[config.mk]
export PLATFORM = sky130hd
export DESIGN_NAME = color_scan_ctrl_flat
export DESIGN_NICKNAME = d
export VERILOG_FILES = /design/src/rtl/color_scan_if.sv /design/src/rtl/color_scan_ctrl.sv /design/src/flat_wrapper.sv
export SDC_FILE = /design/constraint.sdc
export NUM_CORES = 1
export LEC_CHECK = 0
export BUFFER_PORTS_ARGS = -buffer_cell sky130_fd_sc_hd__buf_2
export CORE_ASPECT_RATIO = 1.5
export CORE_MARGIN = 1
export CORE_UTILIZATION = 60
export CTS_CLUSTER_DIAMETER = 30
export CTS_CLUSTER_SIZE = 28
export DETAILED_ROUTE_END_ITERATION = 16
export PLACE_DENSITY = 0.93
export SYNTH_ARGS = -nofsm -noshare
export SYNTH_HDL_FRONTEND = slang
export SYNTH_SLANG_ARGS = --single-unit
[constraint.sdc]
create_clock -name clk -period 10.8 [get_ports clk]
set_clock_uncertainty 0.15 [all_clocks]
set_input_delay 2.16 -clock clk [delete_from_list [all_inputs] [get_ports clk]]
set_output_delay 2.16 -clock clk [all_outputs]
set_load 0.03 [all_outputs]
[src/rtl/color_scan_if.sv]
// Colour-sensor scan bus.
// Groups the sensor-side pins (sensor in, filter_sel/scale out) and the
// controller-side handshake/results (start, abort, busy, done, cnt_*).
//   slave  : view used by color_scan_ctrl
//   master : view used by whoever drives the scan (classifier or bench)
interface color_scan_if #(
  parameter int unsigned CNT_W = 16
);
  logic             sensor;
  logic             start;
  logic             abort;
  logic [1:0]       filter_sel;
  logic [1:0]       scale;
  logic             busy;
  logic             done;
  logic [CNT_W-1:0] cnt_red;
  logic [CNT_W-1:0] cnt_blue;
  logic [CNT_W-1:0] cnt_clear;
  logic [CNT_W-1:0] cnt_green;

  modport slave (
    input  sensor, start, abort,
    output filter_sel, scale, busy, done, cnt_red, cnt_blue, cnt_clear, cnt_green
  );

  modport master (
    output sensor, start, abort,
    input  filter_sel, scale, busy, done, cnt_red, cnt_blue, cnt_clear, cnt_green
  );
endinterface

[src/rtl/color_scan_ctrl.sv]
// Four-filter colour sensor scan sequencer.
// Steps filter_sel through red, blue, clear, green; per filter waits SETTLE_CYC
// cycles, then counts sensor rising edges for GATE_CYC cycles. All four counts
// are published together with a one-cycle done pulse.
// Ports:
//   clk  - system clock
//   rst  - asynchronous active-high reset
//   bus  - color_scan_if slave: sensor/start/abort in; filter_sel, scale,
//          busy, done, cnt_red/blue/clear/green out
module color_scan_ctrl #(
  parameter int unsigned SETTLE_CYC = 1000,
  parameter int unsigned GATE_CYC   = 100000,
  parameter int unsigned CNT_W      = 16,
  parameter logic [1:0]  SCALE      = 2'b11,
  parameter bit          PWRDN_IDLE = 1'b1
) (
  input  logic         clk,
  input  logic         rst,
  color_scan_if.slave  bus
);

  localparam int unsigned TmrMax = (SETTLE_CYC > GATE_CYC) ? SETTLE_CYC : GATE_CYC;
  localparam int unsigned TmrW   = (TmrMax > 1) ? $clog2(TmrMax) : 1;
  localparam logic [TmrW-1:0]  SettleLast = TmrW'(SETTLE_CYC - 1);
  localparam logic [TmrW-1:0]  GateLast   = TmrW'(GATE_CYC - 1);
  localparam logic [CNT_W-1:0] CntMax     = '1;
  localparam logic [1:0]       IdleScale  = PWRDN_IDLE ? 2'b00 : SCALE;

  typedef enum logic [1:0] {StIdle, StSettle, StGate, StDone} state_e;

  state_e                    state_q, state_d;
  logic [TmrW-1:0]           timer_q, timer_d;
  logic [CNT_W-1:0]          edge_cnt_q, edge_cnt_d;
  logic [1:0]                fsel_q, fsel_d;
  logic [3:0][CNT_W-1:0]     shadow_q, shadow_d;
  logic [3:0][CNT_W-1:0]     cnt_q, cnt_d;
  // [0],[1] synchronize the async sensor; [2] is the edge-detect history.
  logic [2:0]                sync_q;
  logic                      sens_rise;
  logic [CNT_W-1:0]          edge_sum;

  assign sens_rise = sync_q[1] & ~sync_q[2];
  assign edge_sum  = (sens_rise && (edge_cnt_q != CntMax)) ? edge_cnt_q + 1'b1 : edge_cnt_q;

  always_comb begin
    state_d    = state_q;
    timer_d    = timer_q;
    edge_cnt_d = edge_cnt_q;
    fsel_d     = fsel_q;
    shadow_d   = shadow_q;
    cnt_d      = cnt_q;
    unique case (state_q)
      StIdle: begin
        if (bus.start) begin
          fsel_d  = 2'b00;
          timer_d = '0;
          state_d = StSettle;
        end
      end
      StSettle: begin
        if (bus.abort) begin
          fsel_d  = 2'b00;
          state_d = StIdle;
        end else if (timer_q == SettleLast) begin
          timer_d    = '0;
          edge_cnt_d = '0;
          state_d    = StGate;
        end else begin
          timer_d = timer_q + 1'b1;
        end
      end
      StGate: begin
        if (bus.abort) begin
          fsel_d  = 2'b00;
          state_d = StIdle;
        end else begin
          edge_cnt_d = edge_sum;
          if (timer_q == GateLast) begin
            // edge_sum includes an edge landing on the final gate cycle
            shadow_d[fsel_q] = edge_sum;
            timer_d          = '0;
            if (fsel_q == 2'b11) begin
              // Results are loaded on the edge entering DONE so they are
              // already valid in the same cycle that done is high.
              cnt_d   = shadow_d;
              state_d = StDone;
            end else begin
              fsel_d  = fsel_q + 2'd1;
              state_d = StSettle;
            end
          end else begin
            timer_d = timer_q + 1'b1;
          end
        end
      end
      StDone: begin
        fsel_d  = 2'b00;
        state_d = StIdle;
      end
      default: state_d = StIdle;
    endcase
  end

  always_ff @(posedge clk or posedge rst) begin
    if (rst) begin
      state_q    <= StIdle;
      timer_q    <= '0;
      edge_cnt_q <= '0;
      fsel_q     <= 2'b00;
      shadow_q   <= '0;
      cnt_q      <= '0;
      sync_q     <= '0;
    end else begin
      state_q    <= state_d;
      timer_q    <= timer_d;
      edge_cnt_q <= edge_cnt_d;
      fsel_q     <= fsel_d;
      shadow_q   <= shadow_d;
      cnt_q      <= cnt_d;
      sync_q     <= {sync_q[1:0], bus.sensor};
    end
  end

  assign bus.busy       = (state_q == StSettle) || (state_q == StGate);
  assign bus.done       = (state_q == StDone);
  assign bus.filter_sel = fsel_q;
  assign bus.scale      = bus.busy ? SCALE : IdleScale;
  assign bus.cnt_red    = cnt_q[0];
  assign bus.cnt_blue   = cnt_q[1];
  assign bus.cnt_clear  = cnt_q[2];
  assign bus.cnt_green  = cnt_q[3];

endmodule

[src/flat_wrapper.sv]
// flat-port wrapper written by rule: the top's interface ports become plain ports
module color_scan_ctrl_flat 
#(
  parameter int unsigned SETTLE_CYC = 1000,
  parameter int unsigned GATE_CYC   = 100000,
  parameter int unsigned CNT_W      = 16,
  parameter logic [1:0]  SCALE      = 2'b11,
  parameter bit          PWRDN_IDLE = 1'b1
)
  (clk, rst, bus_sensor, bus_start, bus_abort, bus_filter_sel, bus_scale, bus_busy, bus_done, bus_cnt_red, bus_cnt_blue, bus_cnt_clear, bus_cnt_green);
  color_scan_if #(.CNT_W(CNT_W)) bus_i ();
  input  logic clk;
  input  logic rst;
  input wire logic [$bits(bus_i.sensor)-1:0] bus_sensor;
  input wire logic [$bits(bus_i.start)-1:0] bus_start;
  input wire logic [$bits(bus_i.abort)-1:0] bus_abort;
  output wire logic [$bits(bus_i.filter_sel)-1:0] bus_filter_sel;
  output wire logic [$bits(bus_i.scale)-1:0] bus_scale;
  output wire logic [$bits(bus_i.busy)-1:0] bus_busy;
  output wire logic [$bits(bus_i.done)-1:0] bus_done;
  output wire logic [$bits(bus_i.cnt_red)-1:0] bus_cnt_red;
  output wire logic [$bits(bus_i.cnt_blue)-1:0] bus_cnt_blue;
  output wire logic [$bits(bus_i.cnt_clear)-1:0] bus_cnt_clear;
  output wire logic [$bits(bus_i.cnt_green)-1:0] bus_cnt_green;
  assign bus_i.sensor = bus_sensor;
  assign bus_i.start = bus_start;
  assign bus_i.abort = bus_abort;
  assign bus_filter_sel = bus_i.filter_sel;
  assign bus_scale = bus_i.scale;
  assign bus_busy = bus_i.busy;
  assign bus_done = bus_i.done;
  assign bus_cnt_red = bus_i.cnt_red;
  assign bus_cnt_blue = bus_i.cnt_blue;
  assign bus_cnt_clear = bus_i.cnt_clear;
  assign bus_cnt_green = bus_i.cnt_green;
  color_scan_ctrl #(.SETTLE_CYC(SETTLE_CYC), .GATE_CYC(GATE_CYC), .CNT_W(CNT_W), .SCALE(SCALE), .PWRDN_IDLE(PWRDN_IDLE)) u_core (.clk(clk), .rst(rst), .bus(bus_i));
endmodule
==> run_results.csv <==
group,metric,value,unit
cts,tritoncts_clock_tree,"done",
cts,clk_latency,0.42,ns
detailed_routing,detail_route.drc_violations,0,
floorplan,top_level_ports,75,
floorplan,chipHeight,137,um
logic_synthesis,synth-edff-count,0,
cts,postCtsSetupRepairBufs,0,
power_and_ir_drop,leakagePower,3.87,nW
setup_path,worst-r2r-cell-count,7,
timing,max_freq,0.238,GHz
logic_synthesis,synth_top_area_cell,"dfrtp_1",
timing,fin_crit_sh,38.9,%
setup_path,crit_fanout,70,
placement,place.detailed.hpwl,11.0,mm
timing,hold-worst-slack,0.215,ns
cts,clock_sinks,152,
logic_synthesis,synthTopCellsByCount,"dfrtp_1, o21ai_0, nand2_1",
detailed_routing,total_number_of_vias,5771,
floorplan,die_width,92.3,um
detailed_routing,postRouteWirelength,17.5,mm
logic_synthesis,synth_top_area_share,51.8,%
logic_synthesis,predominant_post_synthesis_flop_cell,"dfrtp_1",
setup_path,crit_type,"primary input to flop",
flow_run,cap_violations,0,
cells_and_area,nNetsFinal,786,
hold_path,holdCritStartpoint,"u_core.sync_q[0]",
setup_path,data_arrival_critical_path,4.37,ns
cts,clk_path_buf_depth,2,
placement,post_dp_area,0.00773,mm^2
cts,ctsHoldBuffers,0,
power_and_ir_drop,peakVddDrop,0.139,mV
global_routing,first_global_vias,5724,
global_routing,grt_use_total,29.3,%
global_routing,globalRoute.totalOverflow,0,
floorplan,initial_utilization,61.4,%
global_routing,grt_pass1_wl,28.3,mm
detailed_routing,vias_per_cell,6.17,
logic_synthesis,synthesis.nets,734,
floorplan,rows,49,
setup_path,worstPathRequired,10.97,ns
hold_path,hold_depth,0,
logic_synthesis,yosys.cell_count.top_type,"dfrtp_1",
setup_path,worst_setup_path_end_kind,"flop",
hold_path,worst_hold_path_type,"flop to flop",
logic_synthesis,yosys_warnings,0,
global_routing,grt_util_met1,34.5,%
floorplan,design.die.area,0.0127,mm^2
timing,report.final.hold_viol_count,0,
global_routing,grt_start_max_net_pins,95,
cts,cts_made_buffers,17,
detailed_routing,final_antenna_net_count,0,
setup_path,regToRegEndpoint,"u_core.bus.cnt_blue[2]",
global_routing,global_route.peak_usage_layer,"met2",
floorplan,coreArea,0.0120,mm^2
detailed_routing,detail_route.iter0.violations,489,
cts,clk_transition_reported_paths,0.06,ns
timing,timing_max_transition_violations_final,0,
global_routing,global_route_met3_usage,6.46,%
logic_synthesis,synth.cell_area,0.00734,mm^2
cells_and_area,postLayoutCellArea,0.00830,mm^2
detailed_routing,drtPass1Iterations,5,
global_routing,grt_antenna_before_repair,0,
logic_synthesis,yosys_register_bits,152,
timing,fin_crit,4.20,ns
setup_path,start_kind,"primary input",
timing,timing.setup.tns,0,ns
timing,layout_setup_ws,6.60,ns
power_and_ir_drop,finalPower,1.42,mW
placement,gp_routability_congestion,0.922,
global_routing,groute.layer.met2.usage,48.8,%
cts,post_cts_resized,0,
cells_and_area,area_growth_syn_to_layout,13.0,%
cells_and_area,drive_gt1_share,17.1,%
setup_path,r2r_slack,7.48,ns
logic_synthesis,async_flop_share,100,%
logic_synthesis,synth_cell_type_count,66,
placement,port-buffer-count,74,
logic_synthesis,syn_inst,718,
timing,unrepaired_setup_endpoints_after_global_routing,"false",
cts,cts-root-buf,"clkbuf_16",
timing,tightestPinTransition,1.15,ns
detailed_routing,wl_per_cell,18.7,um
cts,cts-htree-levels,4,
setup_path,regToRegStartpoint,"u_core.timer_q[0]",
hold_path,worst_hold_path.endpoint,"u_core.sync_q[1]",
logic_synthesis,synth_sequential_area_ratio,51.8,%
timing,slew-limit-headroom,23.2,%
placement,detailedPlace.worstSlack,6.28,ns
logic_synthesis,synth_area_leaders,"dfrtp_1, mux2i_1, o21ai_0",
cells_and_area,antenna_cells,0,
power_and_ir_drop,power_per_cell_area,171,mW/mm^2
timing,final-setup-viol-count,0,
status,run_status,"complete, no violations",
logic_synthesis,synthesis.area_per_instance,10.2,um^2
-- worst max path at each step --
stage	to	slack, ns	startpoint
6_report	u_core.bus.cnt_blue[2]	6.60	bus_abort
5_1_grt	u_core.bus.cnt_red[14]	6.45	bus_abort
4_1_cts	u_core.bus.cnt_red[14]	6.64	bus_abort
3_5_place_dp	u_core.bus.cnt_red[14]	6.28	bus_abort
3_3_place_gp	u_core.bus.cnt_blue[2]	6.41	bus_abort
2_1_floorplan	u_core.bus.cnt_blue[0]	4.40	rst
-- sequential cells by signal (all words and copies together), names as in the netlist --
register and cells:
u_core.shadow_q 48, u_core.sync_q 3, u_core.bus.cnt_blue 16, u_core.bus.filter_sel 2, u_core.state_q 2, u_core.bus.cnt_clear 16, u_core.bus.cnt_red 16, u_core.timer_q 17
u_core.edge_cnt_q 16, u_core.bus.cnt_green 16
-- cells in the final DEF (no fill, tap or decap), drive strengths merged, types with 4 or more instances in the layout --
cell and instances:
a21o 8, a21oi 42, a31oi 4, and2 5
and3 8, and4 6, buf 77, clkbuf 21
clkinv 4, dfrtp 152, ha 11, inv 18
mux2i 51, nand2 82, nand3 16, nand4 15
nor2 35, nor2b 39, nor3 6, o211ai 5
o21ai 110, or3 4, xnor2 5, xor2 16
-- layer usage --
layer / up-vias / routed length [um]
met4: 0 / 711
met3: 54 / 794
met2: 237 / 9300
li1: 2620 / -
met1: 2860 / 6680
met5: - / 0
-- worst max-delay path: stages --
cell	delay, ns
buf_2	0.11
nor2b_1	0.25
and3_2	0.23
buf_4	0.72
nand2_1	0.50
o21ai_0	0.35
-- metrics by stage --
stage	cells	utilization [%]
final	936	69.4
after global routing	936	69.4
after CTS	936	69.4
after detailed placement	904	64.7
after global placement	904	64.7
after floorplan	718	-
-- cells by family after synthesis --
group	count (synthesis)	share of synthesized area (%)
simple gates	235	17.7
compound gates	187	14.2
flops	152	51.8
buf+inv	60	3.60
mux	52	7.16
xor+xnor	21	3.68
fa+ha+maj	11	1.87
-- where the power goes --
group | internal, mW | switching, mW | leakage [nW]
Clock | 0.341 | 0.239 | 0.268
Combinational | 0.0615 | 0.168 | 1.49
Sequential | 0.584 | 0.0214 | 2.11
-- area by class of cell --
class / instances / area [um^2]
Tap cell: 153 / 191
Inverter: 16 / 65.1
Clock inverter: 11 / 124
Fill cell: 799 / 3660
Sequential cell: 152 / 3800
Multi-Input combinational cell: 506 / 3280
Timing Repair Buffer: 77 / 393
Clock buffer: 21 / 440
Power figures use the tool's default switching activity.
